==> src/rtl/serial_adder_n_pkg.sv <==
// serial_adder_n_pkg
// Shared types and helpers for the digit-serial adder/subtractor.
//   state_t     : controller states (IDLE, RUN)
//   SUB_CARRY   : carry injected in subtract mode (A + ~B + 1)
//   cnt_width() : step-counter width for a given number of steps, never below 1
package serial_adder_n_pkg;

    typedef enum logic {
        IDLE = 1'b0,
        RUN  = 1'b1
    } state_t;

    localparam logic SUB_CARRY = 1'b1;

    // clog2 gives 0 for a single step; the counter still needs one bit.
    function automatic int cnt_width(input int nstep);
        if (nstep <= 2) begin
            return 1;
        end
        return $clog2(nstep);
    endfunction

endpackage

==> src/rtl/serial_adder_n_if.sv <==
// serial_adder_n_if
// Request/result bundle of the digit-serial adder/subtractor.
//   start      : request, accepted at any rising edge where busy is low
//   A, B       : operands, captured together with start
//   ci, sub    : carry-in (add only) and subtract select
//   busy       : operation in flight; start is ignored while high
//   done       : one-cycle pulse, s/co/ovf valid from this cycle on
//   s, co, ovf : result, carry out of MSB, two's-complement overflow
//
// Handshake: start acts as "valid" and !busy as "ready"; a transfer happens
// on a rising edge where start=1 and busy=0. There is no back-pressure on the
// result side: done pulses once and s/co/ovf are held until the next done.
interface serial_adder_n_if #(
    parameter int WIDTH = 16
);
    logic             start;
    logic [WIDTH-1:0] A;
    logic [WIDTH-1:0] B;
    logic             ci;
    logic             sub;
    logic             busy;
    logic             done;
    logic [WIDTH-1:0] s;
    logic             co;
    logic             ovf;

    modport master (
        output start, A, B, ci, sub,
        input  busy, done, s, co, ovf
    );

    modport slave (
        input  start, A, B, ci, sub,
        output busy, done, s, co, ovf
    );
endinterface

==> src/rtl/serial_adder_n_fa_digit.sv <==
// fa_digit
// DIGIT-bit ripple of full-adder cells.
//   a, b  : digit operands
//   cin   : carry into bit 0
//   sum   : digit sum
//   cout  : carry out of the top bit
//   c_msb : carry into the top bit (overflow detection)
module fa_digit #(
    parameter int DIGIT = 4
) (
    input  logic [DIGIT-1:0] a,
    input  logic [DIGIT-1:0] b,
    input  logic             cin,
    output logic [DIGIT-1:0] sum,
    output logic             cout,
    output logic             c_msb
);

    // A procedural carry variable keeps the ripple free of combinational
    // self-loops on a vector net.
    always_comb begin
        logic cv;
        cv    = cin;
        sum   = '0;
        c_msb = cin;
        for (int i = 0; i < DIGIT; i++) begin
            c_msb  = cv;
            sum[i] = a[i] ^ b[i] ^ cv;
            cv     = (a[i] & b[i]) | (cv & (a[i] ^ b[i]));
        end
        cout = cv;
    end

endmodule

==> src/rtl/serial_adder_n.sv <==
// serial_adder_n
// Digit-serial adder/subtractor: processes one DIGIT-bit slice of two
// WIDTH-bit operands per clock, least significant slice first, with the
// carry held in a register between slices.
//   clk       : rising-edge clock
//   rst       : asynchronous active-high reset
//   bus       : request/result bundle (slave side)
//   dbg_state : current controller state
module serial_adder_n
    import serial_adder_n_pkg::*;
#(
    parameter int WIDTH = 16,
    parameter int DIGIT = 4
) (
    input  logic            clk,
    input  logic            rst,
    serial_adder_n_if.slave bus,
    output state_t          dbg_state
);

    localparam int NSTEP = WIDTH / DIGIT;
    localparam int CW    = cnt_width(NSTEP);
    localparam logic [CW-1:0] LAST = CW'(NSTEP - 1);

    state_t           state;
    state_t           state_next;
    logic             accept;
    logic             last_step;

    logic [CW-1:0]    cnt;
    logic [WIDTH-1:0] op_a;
    logic [WIDTH-1:0] op_b;
    logic             carry;
    logic [WIDTH-1:0] res;
    logic [WIDTH-1:0] res_next;

    logic [DIGIT-1:0] d_sum;
    logic             d_cout;
    logic             d_cmsb;

    logic [WIDTH-1:0] s_q;
    logic             co_q;
    logic             ovf_q;
    logic             done_q;

    // Operands shift right every step, so the active digit is always the
    // low slice.
    fa_digit #(
        .DIGIT (DIGIT)
    ) u_fa (
        .a     (op_a[DIGIT-1:0]),
        .b     (op_b[DIGIT-1:0]),
        .cin   (carry),
        .sum   (d_sum),
        .cout  (d_cout),
        .c_msb (d_cmsb)
    );

    // Result shift register fills from the top; after NSTEP steps the first
    // digit has reached bit 0.
    generate
        if (DIGIT == WIDTH) begin : g_single
            assign res_next = d_sum;
        end else begin : g_shift
            assign res_next = {d_sum, res[WIDTH-1:DIGIT]};
        end
    endgenerate

    always_ff @(posedge clk or posedge rst) begin
        if (rst) begin
            state <= IDLE;
        end else begin
            state <= state_next;
        end
    end

    always_comb begin
        state_next = state;
        accept     = 1'b0;
        last_step  = 1'b0;
        case (state)
            IDLE: begin
                if (bus.start) begin
                    accept     = 1'b1;
                    state_next = RUN;
                end
            end
            RUN: begin
                if (cnt == LAST) begin
                    last_step  = 1'b1;
                    state_next = IDLE;
                end
            end
            default: state_next = IDLE;
        endcase
    end

    always_ff @(posedge clk or posedge rst) begin
        if (rst) begin
            cnt    <= '0;
            op_a   <= '0;
            op_b   <= '0;
            carry  <= 1'b0;
            res    <= '0;
            s_q    <= '0;
            co_q   <= 1'b0;
            ovf_q  <= 1'b0;
            done_q <= 1'b0;
        end else begin
            done_q <= 1'b0;
            if (accept) begin
                // Subtract is A + ~B + 1: invert B here, inject the 1 as carry.
                op_a  <= bus.A;
                op_b  <= bus.sub ? ~bus.B : bus.B;
                carry <= bus.sub ? SUB_CARRY : bus.ci;
                cnt   <= '0;
            end else if (state == RUN) begin
                op_a  <= op_a >> DIGIT;
                op_b  <= op_b >> DIGIT;
                carry <= d_cout;
                res   <= res_next;
                cnt   <= cnt + CW'(1);
                if (last_step) begin
                    s_q    <= res_next;
                    co_q   <= d_cout;
                    ovf_q  <= d_cout ^ d_cmsb;
                    done_q <= 1'b1;
                end
            end
        end
    end

    assign bus.busy  = (state == RUN);
    assign bus.done  = done_q;
    assign bus.s     = s_q;
    assign bus.co    = co_q;
    assign bus.ovf   = ovf_q;
    assign dbg_state = state;

endmodule

==> src/flat_wrapper.sv <==
// flat-port wrapper written by rule: the top's interface ports become plain ports
module serial_adder_n_flat import serial_adder_n_pkg::*;
#(
    parameter int WIDTH = 16,
    parameter int DIGIT = 4
)
  (clk, rst, dbg_state, bus_start, bus_A, bus_B, bus_ci, bus_sub, bus_busy, bus_done, bus_s, bus_co, bus_ovf);
  serial_adder_n_if #(.WIDTH(WIDTH)) bus_i ();
  input  logic clk;
  input  logic rst;
  output state_t dbg_state;
  input wire logic [$bits(bus_i.start)-1:0] bus_start;
  input wire logic [$bits(bus_i.A)-1:0] bus_A;
  input wire logic [$bits(bus_i.B)-1:0] bus_B;
  input wire logic [$bits(bus_i.ci)-1:0] bus_ci;
  input wire logic [$bits(bus_i.sub)-1:0] bus_sub;
  output wire logic [$bits(bus_i.busy)-1:0] bus_busy;
  output wire logic [$bits(bus_i.done)-1:0] bus_done;
  output wire logic [$bits(bus_i.s)-1:0] bus_s;
  output wire logic [$bits(bus_i.co)-1:0] bus_co;
  output wire logic [$bits(bus_i.ovf)-1:0] bus_ovf;
  assign bus_i.start = bus_start;
  assign bus_i.A = bus_A;
  assign bus_i.B = bus_B;
  assign bus_i.ci = bus_ci;
  assign bus_i.sub = bus_sub;
  assign bus_busy = bus_i.busy;
  assign bus_done = bus_i.done;
  assign bus_s = bus_i.s;
  assign bus_co = bus_i.co;
  assign bus_ovf = bus_i.ovf;
  serial_adder_n #(.WIDTH(WIDTH), .DIGIT(DIGIT)) u_core (.clk(clk), .rst(rst), .bus(bus_i), .dbg_state(dbg_state));
endmodule
==> config.mk <==
export PLATFORM = sky130hd
export DESIGN_NAME = serial_adder_n_flat
export DESIGN_NICKNAME = d
export VERILOG_FILES = /design/src/rtl/serial_adder_n_pkg.sv /design/src/rtl/serial_adder_n_if.sv /design/src/rtl/serial_adder_n_fa_digit.sv /design/src/rtl/serial_adder_n.sv /design/src/flat_wrapper.sv
export SDC_FILE = /design/constraint.sdc
export NUM_CORES = 1
export LEC_CHECK = 0
export CAP_MARGIN = 40
export CORE_UTILIZATION = 30
export DETAILED_ROUTE_END_ITERATION = 8
export PLACE_DENSITY_LB_ADDON = 0.3
export REMOVE_ABC_BUFFERS = 1
export SYNTH_ARGS = -nofsm -noshare
export SYNTH_HDL_FRONTEND = slang
export SYNTH_SLANG_ARGS = --single-unit
==> constraint.sdc <==
create_clock -name clk -period 2.45 [get_ports clk]
set_input_delay 0.3675 -clock clk [delete_from_list [all_inputs] [get_ports clk]]
set_output_delay 0.3675 -clock clk [all_outputs]
set_load 0.02 [all_outputs]
**Word level (Yosys, flattened, before mapping)**

Index checks and enable logic that the tools add are counted.
Widths: inputs -> output; s select.

- Add/sub/neg operators: 1
- Eq/ne operators: 1
- Multiplexer cells: 19
- Bitwise operators: 24
- Reduce and logical (&&, ||, !) cells: 3

Operators by type and width:

| operator | number |
|---|---|
| $mux 16 | 5 |
| $not 16->16 | 1 |
| $mux 1 | 11 |
| $xor 1x1->1 | 9 |
| $and 1x1->1 | 8 |
| $mux 2 | 2 |
| $or 1x1->1 | 4 |
| $reduce_and 3->1 | 1 |
| $add 2x1->2 const B | 1 |
| $eq 2x2->1 const B | 1 |
| $not 1->1 | 2 |
| $pmux 1 s2 | 1 |
| $reduce_and 2->1 | 1 |
| $reduce_bool 2->1 | 1 |

- Bits in registers: 71
- Output and inout port bits: 21
- Word-level logic and storage cells: 58

**Depth between registers and ports, before layout**

Gate-level depths: netlist (run 1).

- Depth after elaboration: 11
- Gate-level depth with buffers: 9
- Gate-level depth less buffers: 9

**By module**

From an unflattened synthesis (run 1), not the netlist that was laid out.

- Cells, all modules: 238
- Area total of the unflattened synthesis: 3047.9 um2

Modules (own cells, without submodules):

| module | times used | cells each | area an instance (um2) | sequential area each (um2) |
|---|---|---|---|---|
| serial_adder_n | 1 | 226 | 2937.8 | 1676.6 |
| fa_digit | 1 | 12 | 110.1 | 0.0 |

**Worst setup path after synthesis (run 1)**

Ideal clock, no wire load.

- Kind: reg2reg
- Start point: register u_core.carry
- End point: register u_core.ovf_q (netlist: u_core.bus.ovf)
- Library setup time: 125 ps
- Arrival: 2154 ps
- Required time: 2325 ps
- Path slack: 171 ps
- Cell stages (with the launch flop): 10
- Buffers on the path: 0
- Period minus slack after synthesis: 2279 ps
- Path through: dfrtp_1 > fa_1 > inv_1 > fa_1 > inv_1 > fa_1 > inv_1 > fa_1 > xnor2_1 > mux2_4

- Word-level cells in the longest chain between the ends: 9

RTL lines:

| what | line | text |
|---|---|---|
| start, declared | serial_adder_n.sv:33 | `logic carry;` |
| start signal, assigned | serial_adder_n.sv:115 | `carry <= bus.sub ? SUB_CARRY : bus.ci;` |
| start signal, assigned | serial_adder_n.sv:120 | `carry <= d_cout;` |
| $and 1x1->1 (*) | serial_adder_n_fa_digit.sv:29 | `cv = (a[i] & b[i]) \| (cv & (a[i] ^ b[i]));` |
| $or 1x1->1 (*) | serial_adder_n_fa_digit.sv:29 |  |
| $and 1x1->1 (*) | serial_adder_n_fa_digit.sv:29 |  |
| $or 1x1->1 (*) | serial_adder_n_fa_digit.sv:29 |  |
| $and 1x1->1 (*) | serial_adder_n_fa_digit.sv:29 |  |
| $or 1x1->1 (*) | serial_adder_n_fa_digit.sv:29 |  |
| $and 1x1->1 | serial_adder_n_fa_digit.sv:29 |  |
| $or 1x1->1 | serial_adder_n_fa_digit.sv:29 |  |
| $xor 1x1->1 (*) | serial_adder_n.sv:126 | `ovf_q <= d_cout ^ d_cmsb;` |
| end signal, assigned | serial_adder_n.sv:126 |  |
| end, declared | serial_adder_n.sv:43 | `logic ovf_q;` |

Every way passes the cells marked *; elsewhere a longest branch is shown, timed or not.
A chain may end at the register's enable or synchronous reset.

**Final worst setup path (run 1)**

Ends and elaborated chain as after synthesis.

==> key figures, run 1 <==
Final layout
  – Antenna diodes: 0
  – Area Overhead vs Synth: 28.58%
  – Proportion of layout cells with a drive suffix above 1: ~18%
  – Final core occ: approximately 40%
  – Fin cells: around 440
  – Final #Nets: 345

Setup path
  – Worst setup SP type: flop
  – R2r startpoint: u_core.carry
  – Cell mode on critical path: fa_2
  – Worst path bufs/invs: 3
  – Kind of critical path: reg2reg
  – Crit end category: flop
  – CP max stage cell: fa_1
  – CP Data Required Time: between 2 and 3 ns
  – Arrival @ worst endpoint: 2.53 ns
  – Crit path launch: u_core.carry
  – Worst-path maximum fanout: 3
  – Critical path's top delay family: adder cells
  – Biggest cell delay along the critical path: a little over 0.4 ns
  – Crit path cell chain: fa_2 -> inv_2 -> fa_1 -> inv_1 -> fa_2 -> inv_1 -> fa_2 -> xnor2_1 -> mux2_4

GRT
  – Initial antenna violation count: 0
  – Number of global-route vias before repair: 1892
  – GR Overflow Total: 0
  – Total Routing Usage GR: roughly 12%
  – Largest net degree at the start of global routing: 68
  – Global-route wire length before repair: just under 10000 um

Synth
  – Post-synth EDFFs: 0
  – Syn_area_per_cell: 12.44 um2
  – Post-Syn Instances: 247
  – Synthesis Warnings: 0
  – Async SR Flop Fraction: 100.0%
  – Post-synthesis sequential area ratio: 54.56%
  – Number of distinct library cells after synthesis: 28
  – Cell Area, Synth: 3073 um2
  – Flop and latch count out of synthesis: 67
  – Top_reg_cell synth: dfrtp_1

Floorplanning
  – Die area: 10650 um2
  – Initial Util: 31.15%
  – Core Footprint: 9864 um2
  – Die Width: 103.2 um
  – # IOs: 58
  – Overall die height: 103.2 um
  – Num rows: 36

Worst hold path
  – Hold Crit Class: in2async

CTS
  – CTS sink count: 67
  – CTS max path bufs: 2
  – Post-CTS Setup Inserts: 0
  – Clock insertion delay at the later pin of the skew report: 0.35 ns
  – # H-tree levels: 3
  – Root buffer cell: clkbuf_8
  – CTS Buf Count: 9
  – Hold buffer count at CTS: 0
  – Clock transition at the registers of the reported paths: ~0.080 ns
  – CTS tree: built

Power
  – Pwr dens: between 1000 and 1500 nW/um2
  – NetSw: between 1 and 1.5 mW
  – Switching fraction of total power: 32.42%
  – Comb power frac: 36.9%
  – Power Internal: 3.028 mW
  – Sequential share of power: 40.8%
  – Clk pwr share: between 20% and 30%
  – Leakage: around 1.7 nW
  – IR drop worst, VDD: 0.4571 mV

Place
  – Hpwl dp: between 3000 and 4000 um
  – Gpl congestion: 0.7201
  – Dpl cells: 425
  – PortBufs: 57

Routing
  – First-pass DRT Iterations: 4
  – Routed Antenna Nets: 0
  – DR vias/cell: about 4.4
  – Vias post-DR: 1922
  – Drt first-iter violations: 83
  – Per-cell routed wire length: 13.11 um
  – DRC viols: 0
  – Routed WL: 5782 um

Run status
  – Outcome: finished, final reports clean

STA
  – Pins over their slew limit: 0
  – Slew margin rel.: 63.82%
  – Final hold violations: 0
  – Final Critical Period: 2.299 ns
  – Worst Max-Slew Pin Slew: 0.5408 ns
  – Fmax: ~430 MHz
  – RSZ-0062 raised after global routing: false
  – Tcrit/Tclk final: between 90% and 100%
  – Final setup vio count: 0
  – Layout Skew: 0.009266 ns

Run
  – Maxcap violations: 0
==> area by class of cell <==
| class | instances | area, um2 |
|---|---|---|
| Sequential cell | 67 | 1678 |
| Clock buffer | 9 | 123.9 |
| Timing Repair Buffer | 62 | 615.6 |
| Fill cell | 935 | 5913 |
| Tap cell | 133 | 166.4 |
| Clock inverter | 7 | 92.59 |
| Inverter | 13 | 48.80 |
| Multi-Input combinational cell | 150 | 1226 |
==> registers in the layout, indices dropped and copies added (netlist names) <==
name             cells
u_core.bus.done      1
u_core.res          12
u_core.op_b         16
u_core.bus.ovf       1
u_core.op_a         16
u_core.bus.s        16
u_core.bus.co        1
u_core.carry         1
u_core.cnt           2
u_core.bus.busy      1
==> metal layers <==
metal | wire length, um | share of wire [%] | up-vias | GRT usage [%]
met5 | 0 | 0 | - | 0
met3 | 272 | 4.7 | 10 | 4.435
met2 | 2614 | 45 | 48 | 18.36
li1 | - | - | 951 | -
met4 | 101 | 1.7 | 0 | 5.200
met1 | 2794 | 48 | 913 | 16.60
==> final timing paths <==
check | end | slack, ns | cells past startpoint
worst min register to register | u_core.op_a[10] | 0.48 | 2
worst max-delay path | u_core.bus.ovf | 0.15 | 9
worst max register to register | u_core.bus.ovf | 0.15 | 9
min in group clk | u_core.op_a[10] | 0.48 | 2
max in group asynchronous | u_core.bus.busy | 1.70 | 3
worst min-delay path | u_core.bus.done | 0.40 | 3
==> what timing repair did <==
item	4_1_cts	5_1_grt
resized for setup	0	4
hold endpoints to repair	0	0
setup endpoints to repair	0	3
==> per-stage QoR <==
step	hold slack (ns)	TNS (ns)	setup slack, ns	total power, mW	instance area, um2
after floorplan	0.4492	-6.124	-0.3814	2.876	2944
after global placement	0.4608	0	0.09894	3.468	3727
after detailed placement	0.4664	0	0.03484	3.527	3727
after CTS	0.4405	0	0.02155	4.542	3944
after global routing	0.4557	0	0.04136	4.822	3951
final	0.4000	0	0.1511	4.481	3951
==> power by group through the flow <==
stage	clock network (mW)	registers, mW	logic, mW
after floorplan	0	2.04	0.839
after global placement	0	1.84	1.63
after detailed placement	0	1.85	1.67
after CTS	1.03	1.83	1.67
after global routing	1.08	1.90	1.84
final	0.999	1.83	1.65
==> cells in the mapped netlist (6+ instances only) <==
library cell   n  area (um2)
dfrtp_1       67        1677
nand2_1       21       78.83
mux2_2        20       225.2
mux2i_1       19       190.2
inv_1         13       48.80
o21ai_0       13       65.06
xnor2_1       13       113.9
nor2_1        11       41.29
o211ai_1       8       60.06
or3b_1         8       70.07
buf_2          7       35.03
buf_6          6       67.56
mux2_4         6       90.09
==> worst register-to-register path, delay by kind of cell, from the launching register on <==
kind	cells	cell delay [ns]
adder cells (fa/ha/maj)	4	1.21
flip-flops	1	0.39
multiplexers	1	0.26
buffers and inverters	3	0.20
XOR/XNOR	1	0.13
==> logic make-up (layout without fill, tap and decap cells) <==
kind of cell    count (synthesis)  in the layout  synth area share [%]
fa+ha+maj                       5              5                 3.013
xor+xnor                       17             17                 4.845
buf+inv                        30             91                 5.781
simple gates                   49             49                 8.062
mux                            45             45                 16.45
compound gates                 34             34                 7.288
flops                          67             67                 54.56
==> cells in the final DEF (no fill, tap or decap), drive strengths merged <==
master         Yosys  routed
nor3b              1       1
xnor2             13      13
fa                 4       4
o22ai              1       1
ha                 1       1
nor2              11      11
clkdlybuf4s50      0      56
a221o              4       4
nand2b             2       2
clkbuf             1       9
a211oi             4       4
mux2i             19      19
o211ai             8       8
or3b               8       8
o21ai             13      13
bufinv             0       2
clkinvlp           0       3
dfrtp             67      67
buf               16       6
and2               4       4
mux2              26      26
a21oi              3       3
o21bai             1       1
clkinv             0       2
inv               13      13
nor2b              1       1
xor2               4       4
nand2             22      22
Note: power is estimated with default switching activity, not from simulation.
==> inputs of run 2 (changes only) <==
--- a/config.mk
+++ b/config.mk
@@ -7,6 +7,7 @@
 export LEC_CHECK = 0
 export CAP_MARGIN = 40
 export CORE_UTILIZATION = 30
+export CTS_CLUSTER_SIZE = 30
 export DETAILED_ROUTE_END_ITERATION = 8
 export PLACE_DENSITY_LB_ADDON = 0.3
 export REMOVE_ABC_BUFFERS = 1
==> results of run 2 <==
The final DEF is identical to that of run 1; final timing and power are the same.
